<file path="config.mk">
export PLATFORM = sky130hd
export DESIGN_NAME = ysyx_23060184_hazard_ctrl_flat
export DESIGN_NICKNAME = d
export VERILOG_FILES = /design/src/rtl/ysyx_23060184_hazard_ctrl_pkg.sv /design/src/rtl/ysyx_23060184_hazard_ctrl_if.sv /design/src/rtl/ysyx_23060184_sat_counter.sv /design/src/rtl/ysyx_23060184_hazard_ctrl.sv /design/src/flat_wrapper.sv
export SDC_FILE = /design/constraint.sdc
export NUM_CORES = 1
export LEC_CHECK = 0
export ABC_AREA = 1
export BUFFER_PORTS_ARGS = -buffer_cell sky130_fd_sc_hd__buf_4
export CAP_MARGIN = 15
export CORE_ASPECT_RATIO = 1.1
export CORE_MARGIN = 10
export CORE_UTILIZATION = 45
export DETAILED_ROUTE_END_ITERATION = 12
export GPL_ROUTABILITY_DRIVEN = 0
export PLACE_DENSITY = 0.7
export SLEW_MARGIN = 20
export SYNTH_ARGS = -nofsm -noshare
export SYNTH_HDL_FRONTEND = slang
export SYNTH_HIERARCHICAL = 1
export SYNTH_SLANG_ARGS = --single-unit
export TNS_END_PERCENT = 1
</file>
<file path="constraint.sdc">
create_clock -name clock -period 1.9 [get_ports clock]
set_clock_uncertainty 0.15 [all_clocks]
set_input_delay 0.095 -clock clock [delete_from_list [all_inputs] [get_ports clock]]
set_output_delay 0.095 -clock clock [all_outputs]
set_load 0.01 [all_outputs]
</file>
<file path="src/rtl/ysyx_23060184_hazard_ctrl_pkg.sv">
// Shared encodings for the hazard controller: PC select, forwarding selects,
// memory-access FSM states and performance-counter slots.
package ysyx_23060184_hazard_ctrl_pkg;

    localparam int PC_SRC_LENGTH = 2;
    localparam logic [PC_SRC_LENGTH-1:0] PC_SRC_PCPlus4 = 2'd0;

    localparam logic [1:0] FWDA_MUX_RD1E       = 2'd0;
    localparam logic [1:0] FWDA_MUX_RESULTW    = 2'd1;
    localparam logic [1:0] FWDA_MUX_ALURESULTM = 2'd2;
    localparam logic [1:0] FWDB_MUX_RD1E       = 2'd0;
    localparam logic [1:0] FWDB_MUX_RESULTW    = 2'd1;
    localparam logic [1:0] FWDB_MUX_ALURESULTM = 2'd2;

    typedef enum logic [1:0] {
        MEM_IDLE = 2'd0,
        MEM_REQ  = 2'd1,
        MEM_RESP = 2'd2
    } mem_state_e;

    localparam int CNT_LOAD_USE = 0;
    localparam int CNT_MEM      = 1;
    localparam int CNT_FETCH    = 2;
    localparam int CNT_FLUSH    = 3;
    localparam int CNT_NUM      = 4;

endpackage

</file>
<file path="src/rtl/ysyx_23060184_hazard_ctrl_if.sv">
// LSU request/response handshake between the hazard controller (master)
// and the load/store unit (slave).
interface ysyx_23060184_hazard_ctrl_if;
    logic lsu_req_valid;
    logic lsu_req_ready;
    logic lsu_resp_valid;

    modport master (
        output lsu_req_valid,
        input  lsu_req_ready,
        input  lsu_resp_valid
    );

    modport slave (
        input  lsu_req_valid,
        output lsu_req_ready,
        output lsu_resp_valid
    );
endinterface

</file>
<file path="src/rtl/ysyx_23060184_sat_counter.sv">
// Event counter that counts up on en_i and sticks at all-ones.
module ysyx_23060184_sat_counter #(
    parameter int CNT_WIDTH = 32
) (
    input  logic                 clk,
    input  logic                 srst,
    input  logic                 en_i,
    output logic [CNT_WIDTH-1:0] count_o
);

    logic [CNT_WIDTH-1:0] count_q;
    logic [CNT_WIDTH-1:0] count_d;

    always_comb begin
        count_d = count_q;
        if (en_i && (count_q != '1)) begin
            count_d = count_q + CNT_WIDTH'(1);
        end
    end

    always_ff @(posedge clk) begin
        if (srst) begin
            count_q <= '0;
        end else begin
            count_q <= count_d;
        end
    end

    assign count_o = count_q;

endmodule

</file>
<file path="src/rtl/ysyx_23060184_hazard_ctrl.sv">
// Five-stage pipeline hazard controller: forwarding, load-use interlock,
// branch flush, LSU/IFU wait stalls and saturating event counters.
module ysyx_23060184_hazard_ctrl
    import ysyx_23060184_hazard_ctrl_pkg::*;
#(
    parameter int REG_LENGTH = 5,
    parameter int CNT_WIDTH  = 32,
    parameter int FWD_LENGTH = 2
) (
    input  logic                     clock,
    input  logic                     reset,
    input  logic [REG_LENGTH-1:0]    Rs1D,
    input  logic [REG_LENGTH-1:0]    Rs2D,
    input  logic [REG_LENGTH-1:0]    Rs1E,
    input  logic [REG_LENGTH-1:0]    Rs2E,
    input  logic [REG_LENGTH-1:0]    RdE,
    input  logic [REG_LENGTH-1:0]    RdM,
    input  logic [REG_LENGTH-1:0]    RdW,
    input  logic                     RegWriteE,
    input  logic                     RegWriteM,
    input  logic                     RegWriteW,
    input  logic                     MemReadE,
    input  logic                     MemReadM,
    input  logic                     MemAccessM,
    input  logic [PC_SRC_LENGTH-1:0] PCSrcE,
    input  logic                     ifu_valid,
    ysyx_23060184_hazard_ctrl_if.master lsu,
    output logic                     StallF,
    output logic                     StallD,
    output logic                     StallE,
    output logic                     StallM,
    output logic                     FlushD,
    output logic                     FlushE,
    output logic                     FlushW,
    output logic [FWD_LENGTH-1:0]    ForwardAE,
    output logic [FWD_LENGTH-1:0]    ForwardBE,
    output logic                     Branch,
    output logic [CNT_WIDTH-1:0]     load_use_cnt,
    output logic [CNT_WIDTH-1:0]     mem_stall_cnt,
    output logic [CNT_WIDTH-1:0]     fetch_stall_cnt,
    output logic [CNT_WIDTH-1:0]     flush_cnt
);

    mem_state_e state_q, state_d;
    logic       drop_q, drop_d;
    logic       lu, br, fs, ms;
    logic       req_valid;

    logic [REG_LENGTH-1:0] rs_e    [2];
    logic [FWD_LENGTH-1:0] fwd_sel [2];

    assign rs_e[0] = Rs1E;
    assign rs_e[1] = Rs2E;

    // A load in M is never a forwarding source; the interlock covers it.
    generate
        for (genvar gi = 0; gi < 2; gi++) begin : g_fwd
            localparam logic [1:0] SEL_M = (gi == 0) ? FWDA_MUX_ALURESULTM : FWDB_MUX_ALURESULTM;
            localparam logic [1:0] SEL_W = (gi == 0) ? FWDA_MUX_RESULTW    : FWDB_MUX_RESULTW;
            localparam logic [1:0] SEL_R = (gi == 0) ? FWDA_MUX_RD1E       : FWDB_MUX_RD1E;
            logic hit_m, hit_w;
            assign hit_m = RegWriteM && !MemReadM && (rs_e[gi] != '0) && (rs_e[gi] == RdM);
            assign hit_w = RegWriteW && (rs_e[gi] != '0) && (rs_e[gi] == RdW);
            assign fwd_sel[gi] = hit_m ? FWD_LENGTH'(SEL_M) :
                                 hit_w ? FWD_LENGTH'(SEL_W) : FWD_LENGTH'(SEL_R);
        end
    endgenerate

    assign ForwardAE = fwd_sel[0];
    assign ForwardBE = fwd_sel[1];

    assign lu = MemReadE && RegWriteE && (RdE != '0) && ((RdE == Rs1D) || (RdE == Rs2D));
    assign br = (PCSrcE != PC_SRC_PCPlus4);
    assign fs = !ifu_valid;

    always_ff @(posedge clock) begin
        if (reset) begin
            state_q <= MEM_IDLE;
            drop_q  <= 1'b0;
        end else begin
            state_q <= state_d;
            drop_q  <= drop_d;
        end
    end

    // M is released in the cycle the response arrives, so ms drops with resp.
    always_comb begin
        state_d   = state_q;
        ms        = 1'b0;
        req_valid = 1'b0;
        unique case (state_q)
            MEM_IDLE: begin
                if (MemAccessM) begin
                    req_valid = 1'b1;
                    ms        = !(lsu.lsu_req_ready && lsu.lsu_resp_valid);
                    if (lsu.lsu_req_ready && lsu.lsu_resp_valid) state_d = MEM_IDLE;
                    else if (lsu.lsu_req_ready)                  state_d = MEM_RESP;
                    else                                         state_d = MEM_REQ;
                end
            end
            MEM_REQ: begin
                req_valid = 1'b1;
                ms        = !(lsu.lsu_req_ready && lsu.lsu_resp_valid);
                if (lsu.lsu_req_ready && lsu.lsu_resp_valid) state_d = MEM_IDLE;
                else if (lsu.lsu_req_ready)                  state_d = MEM_RESP;
            end
            MEM_RESP: begin
                ms = !lsu.lsu_resp_valid;
                if (lsu.lsu_resp_valid) state_d = MEM_IDLE;
            end
            default: state_d = MEM_IDLE;
        endcase
    end

    assign lsu.lsu_req_valid = req_valid && !reset;

    // Priority ms > br > lu > fs; a taken branch never stalls F so the redirect lands.
    always_comb begin
        StallF = 1'b0;
        StallD = 1'b0;
        StallE = 1'b0;
        StallM = 1'b0;
        FlushD = 1'b0;
        FlushE = 1'b0;
        FlushW = 1'b0;
        Branch = 1'b0;
        drop_d = drop_q;
        if (reset) begin
            FlushD = 1'b1;
            FlushE = 1'b1;
            FlushW = 1'b1;
            drop_d = 1'b0;
        end else if (ms) begin
            StallF = 1'b1;
            StallD = 1'b1;
            StallE = 1'b1;
            StallM = 1'b1;
            FlushW = 1'b1;
        end else if (br) begin
            Branch = 1'b1;
            FlushD = 1'b1;
            FlushE = 1'b1;
            drop_d = fs;
        end else if (lu) begin
            StallF = 1'b1;
            StallD = 1'b1;
            FlushE = 1'b1;
        end else if (fs) begin
            StallF = 1'b1;
            FlushD = 1'b1;
        end else if (drop_q) begin
            FlushD = 1'b1;
            drop_d = 1'b0;
        end
    end

    logic [CNT_NUM-1:0]   cnt_en;
    logic [CNT_WIDTH-1:0] cnt_val [CNT_NUM];

    assign cnt_en[CNT_LOAD_USE] = lu && !ms && !br;
    assign cnt_en[CNT_MEM]      = ms;
    assign cnt_en[CNT_FETCH]    = fs;
    assign cnt_en[CNT_FLUSH]    = Branch;

    generate
        for (genvar gi = 0; gi < CNT_NUM; gi++) begin : g_cnt
            ysyx_23060184_sat_counter #(
                .CNT_WIDTH (CNT_WIDTH)
            ) u_cnt (
                .clk     (clock),
                .srst    (reset),
                .en_i    (cnt_en[gi]),
                .count_o (cnt_val[gi])
            );
        end
    endgenerate

    assign load_use_cnt    = cnt_val[CNT_LOAD_USE];
    assign mem_stall_cnt   = cnt_val[CNT_MEM];
    assign fetch_stall_cnt = cnt_val[CNT_FETCH];
    assign flush_cnt       = cnt_val[CNT_FLUSH];

endmodule

</file>
<file path="src/flat_wrapper.sv">
// flat-port wrapper written by rule: the top's interface ports become plain ports
module ysyx_23060184_hazard_ctrl_flat import ysyx_23060184_hazard_ctrl_pkg::*;
#(
    parameter int REG_LENGTH = 5,
    parameter int CNT_WIDTH  = 32,
    parameter int FWD_LENGTH = 2
)
  (clock, reset, Rs1D, Rs2D, Rs1E, Rs2E, RdE, RdM, RdW, RegWriteE, RegWriteM, RegWriteW, MemReadE, MemReadM, MemAccessM, PCSrcE, ifu_valid, StallF, StallD, StallE, StallM, FlushD, FlushE, FlushW, ForwardAE, ForwardBE, Branch, load_use_cnt, mem_stall_cnt, fetch_stall_cnt, flush_cnt, lsu_lsu_req_valid, lsu_lsu_req_ready, lsu_lsu_resp_valid);
  ysyx_23060184_hazard_ctrl_if lsu_i ();
  input  logic clock;
  input  logic reset;
  input  logic [REG_LENGTH-1:0] Rs1D;
  input  logic [REG_LENGTH-1:0] Rs2D;
  input  logic [REG_LENGTH-1:0] Rs1E;
  input  logic [REG_LENGTH-1:0] Rs2E;
  input  logic [REG_LENGTH-1:0] RdE;
  input  logic [REG_LENGTH-1:0] RdM;
  input  logic [REG_LENGTH-1:0] RdW;
  input  logic RegWriteE;
  input  logic RegWriteM;
  input  logic RegWriteW;
  input  logic MemReadE;
  input  logic MemReadM;
  input  logic MemAccessM;
  input  logic [PC_SRC_LENGTH-1:0] PCSrcE;
  input  logic ifu_valid;
  output logic StallF;
  output logic StallD;
  output logic StallE;
  output logic StallM;
  output logic FlushD;
  output logic FlushE;
  output logic FlushW;
  output logic [FWD_LENGTH-1:0] ForwardAE;
  output logic [FWD_LENGTH-1:0] ForwardBE;
  output logic Branch;
  output logic [CNT_WIDTH-1:0] load_use_cnt;
  output logic [CNT_WIDTH-1:0] mem_stall_cnt;
  output logic [CNT_WIDTH-1:0] fetch_stall_cnt;
  output logic [CNT_WIDTH-1:0] flush_cnt;
  output wire logic [$bits(lsu_i.lsu_req_valid)-1:0] lsu_lsu_req_valid;
  input wire logic [$bits(lsu_i.lsu_req_ready)-1:0] lsu_lsu_req_ready;
  input wire logic [$bits(lsu_i.lsu_resp_valid)-1:0] lsu_lsu_resp_valid;
  assign lsu_lsu_req_valid = lsu_i.lsu_req_valid;
  assign lsu_i.lsu_req_ready = lsu_lsu_req_ready;
  assign lsu_i.lsu_resp_valid = lsu_lsu_resp_valid;
  ysyx_23060184_hazard_ctrl #(.REG_LENGTH(REG_LENGTH), .CNT_WIDTH(CNT_WIDTH), .FWD_LENGTH(FWD_LENGTH)) u_core (.clock(clock), .reset(reset), .Rs1D(Rs1D), .Rs2D(Rs2D), .Rs1E(Rs1E), .Rs2E(Rs2E), .RdE(RdE), .RdM(RdM), .RdW(RdW), .RegWriteE(RegWriteE), .RegWriteM(RegWriteM), .RegWriteW(RegWriteW), .MemReadE(MemReadE), .MemReadM(MemReadM), .MemAccessM(MemAccessM), .PCSrcE(PCSrcE), .ifu_valid(ifu_valid), .lsu(lsu_i), .StallF(StallF), .StallD(StallD), .StallE(StallE), .StallM(StallM), .FlushD(FlushD), .FlushE(FlushE), .FlushW(FlushW), .ForwardAE(ForwardAE), .ForwardBE(ForwardBE), .Branch(Branch), .load_use_cnt(load_use_cnt), .mem_stall_cnt(mem_stall_cnt), .fetch_stall_cnt(fetch_stall_cnt), .flush_cnt(flush_cnt));
endmodule
</file>
==> flow_summary.ini <==
[outcome]
status = finished, violations left
violations = negative setup slack

[timing]
slew_viol_final = 0
whs_ps = 20.1
fmax_mhz = 506
setup_viol = 18
slew_headroom_pct = 65.4
worst_slack_ps = -75.0
fin_crit_ps = 1970
rsz0062_at_grt = true
hold_violations = 0
setup_tns_ps = -518
tightest_slew_ps = 518
period_share_pct = 104

[yosys]
synth-seq-cells = 131
syn_area_per_cell_um2 = 6.30
synth-main-ff-cell = dfxtp_1
yosysSeqAreaShare_pct = 29.0
synth_top_cells_by_area = dfxtp_1 (29%), nand2_1 (16%), nor2_1 (12%)
synthArstFlopShare_pct = 0
synth_top_area_share_pct = 29.0
synth_area_leader_cell = dfxtp_1
synth_area_mm2 = 0.00905
ys_types = 39
synth_edf_count = 0
syn_inst = 1437
synthesis.nets = 1489
yosys_warnings = 6

[global_routing]
track_usage_pct = 21.5
first_global_vias = 9923
grtUsageMet2_pct = 37.5
grt_pass1_wl_mm = 47.7
grt.busiest_layer = met2
gr-usage-met1_pct = 25.7
grt_max_degree = 32
grt_remaining_overflow = 0
antenna_found_initial = 0
grt_use_met3_pct = 5.20

[power_and_ir_drop]
clkPwrFrac_pct = 52.2
p_int_mw = 5.38
vdd_drop_max_mv = 0.598
p_total_mw = 7.02
p_sw_mw = 1.64
p_seq_share_pct = 39.5
pwr-share-comb_pct = 8.4
power_density_mw_per_mm2 = 564
switching_share_pct = 23.3
p_leak_nw = 5.94

[final_layout]
area_growth_pct = 37.5
final_core_util_pct = 62.9
antennaDiodeCount = 0
layout-drive-gt1-share_pct = 30.8
finalNetCount = 1792

[cts]
cts_num_sinks = 131
clock_latency_ps = 420
cts_max_path_buffers = 2
htree_num_levels = 4
path_clk_slew_ps = 60
cts_tree = yes
cts_buffers = 17
cts_root_buffer = clkbuf_16

[min_path]
hold_depth = 5
hold_path_startpoint = ifu_valid
hold_path_class = input port to register
min_to = u_core/drop_q

[setup_path]
critPathCaptureType = output pin
r2r-end = u_core/g_cnt[0].u_cnt/count_o[27]
worstPathArrival_ps = 1730
timing.rr.start = u_core/state_q[0]
critical_path_class = register to output pin
r2r_cells = 10
worstSetupStartpointType = register
reg2reg_slack_ps = -60
required_ps = 1650
worstPathMaxFanout = 4
crit_start = u_core/state_q[0]

[floorplan]
io-pin-count = 189
die_x_um = 155
die_h_um = 169
initial_core_util_pct = 45.7
coreArea_mm2 = 0.0198
rows = 54
die-area_mm2 = 0.0262

[route]
wl_mm = 29.3
via_per_inst = 5.14
drtIter0Drc = 653
antenna_left = 0
first_pass_iters = 6
via_count = 10314
wl_per_cell_um = 14.6
drc = 0

[run]
drv_cap = 0

[placement]
dpl.hpwl_mm = 22.4
place_ws_ps = -215
numPortBuffers = 188
per-stage QoR:
step	instances	cell area (µm²)
2_1_floorplan	1437	9070
3_3_place_gp	1965	11500
3_5_place_dp	1965	11500
4_1_cts	2004	12300
5_1_grt	2005	12400
6_report	2005	12400
state kept, by name, indices dropped and copies added, names as in the netlist:
register                    flops
u_core/g_cnt.u_cnt/count_o    128
u_core/drop_q                   1
u_core/state_q                  2
synthesized netlist by cell type, drive strengths merged, types with 6 or more instances:
master / count
nand2: 423
nor2: 335
inv: 152
nand3: 136
dfxtp: 131
a21oi: 80
nand4: 60
buf: 35
a31oi: 20
nor3: 18
xor2: 9
xnor2: 6
cell type report:
type | count | area [µm²]
clock buffer | 22 | 484
clock inverter | 10 | 170
fill | 1813 | 7350
inverter | 156 | 588
multi-input combinational | 1115 | 5760
sequential | 131 | 2640
tap | 252 | 315
timing repair buffer | 319 | 2490
layout by cell type, fill, tap and decap left out, types with 5 or more instances in the layout:
master and n:
xnor2_1 6, nand2_1 381, a31oi_1 20, nor3_2 5, buf_4 304, nor2_4 26, a21oi_1 75, nor2_8 5
nor2_2 35, inv_1 133, nand3_2 30, buf_12 5, inv_2 18, nand4_2 8, xor2_1 9, nor2_1 269
dfxtp_1 125, nand4_1 52, nand3_1 100, nor3_1 11, nand2_2 28, nand3_4 6, a21oi_2 5, buf_6 6
clkbuf_16 17, nand2_4 13
cells by family after synthesis:
logic type / count (synthesis) / share of synthesized area, %
AND/OR/NAND/NOR: 987 / 52.6
buffers and inverters: 191 / 9.81
flip-flops: 131 / 29.0
AO/OA/AOI/OAI: 109 / 6.62
XOR/XNOR: 15 / 1.45
adder cells (fa/ha/maj): 4 / 0.553
worst max-delay path, stage by stage (launching register included):
cell and delay, ps:
dfxtp_4 380, inv_2 60, nand3_4 80, nand4_1 200
nor2_4 250, buf_6 160, buf_6 100, buf_6 90
power groups by stage:
stage               Sequential, mW  Clock (mW)  Combinational [mW]
floorplan                     2.84           0               0.257
finish                        2.77        3.66               0.587
global placement              2.83           0               0.537
global route                  2.77        3.83               0.642
detailed placement            2.83           0               0.545
CTS                           2.77        3.73               0.575
routing by layer:
metal,routed length (µm),part of all wire [%]
met5,0,0
met4,536,1.8
met3,1910,6.5
met2,14400,49
met1,12500,42
worst max-delay path by stage:
stage	slack, ps	cells after the start	end
2_1_floorplan	-50	13	u_core/g_cnt[3].u_cnt/count_o[25]
3_3_place_gp	-140	17	u_core/g_cnt[0].u_cnt/count_o[17]
3_5_place_dp	-210	18	u_core/g_cnt[0].u_cnt/count_o[25]
4_1_cts	-60	7	Branch
5_1_grt	-210	11	u_core/g_cnt[3].u_cnt/count_o[27]
6_report	-70	7	Branch
timing repair:
action	CTS	global route
setup endpoints to repair	30	106
pin swaps	10	12
resized for setup	21	42
hold endpoints to repair	2	0
hold buffers	4	0
buffers inserted	3	1
Power figures use the tool's default switching activity.
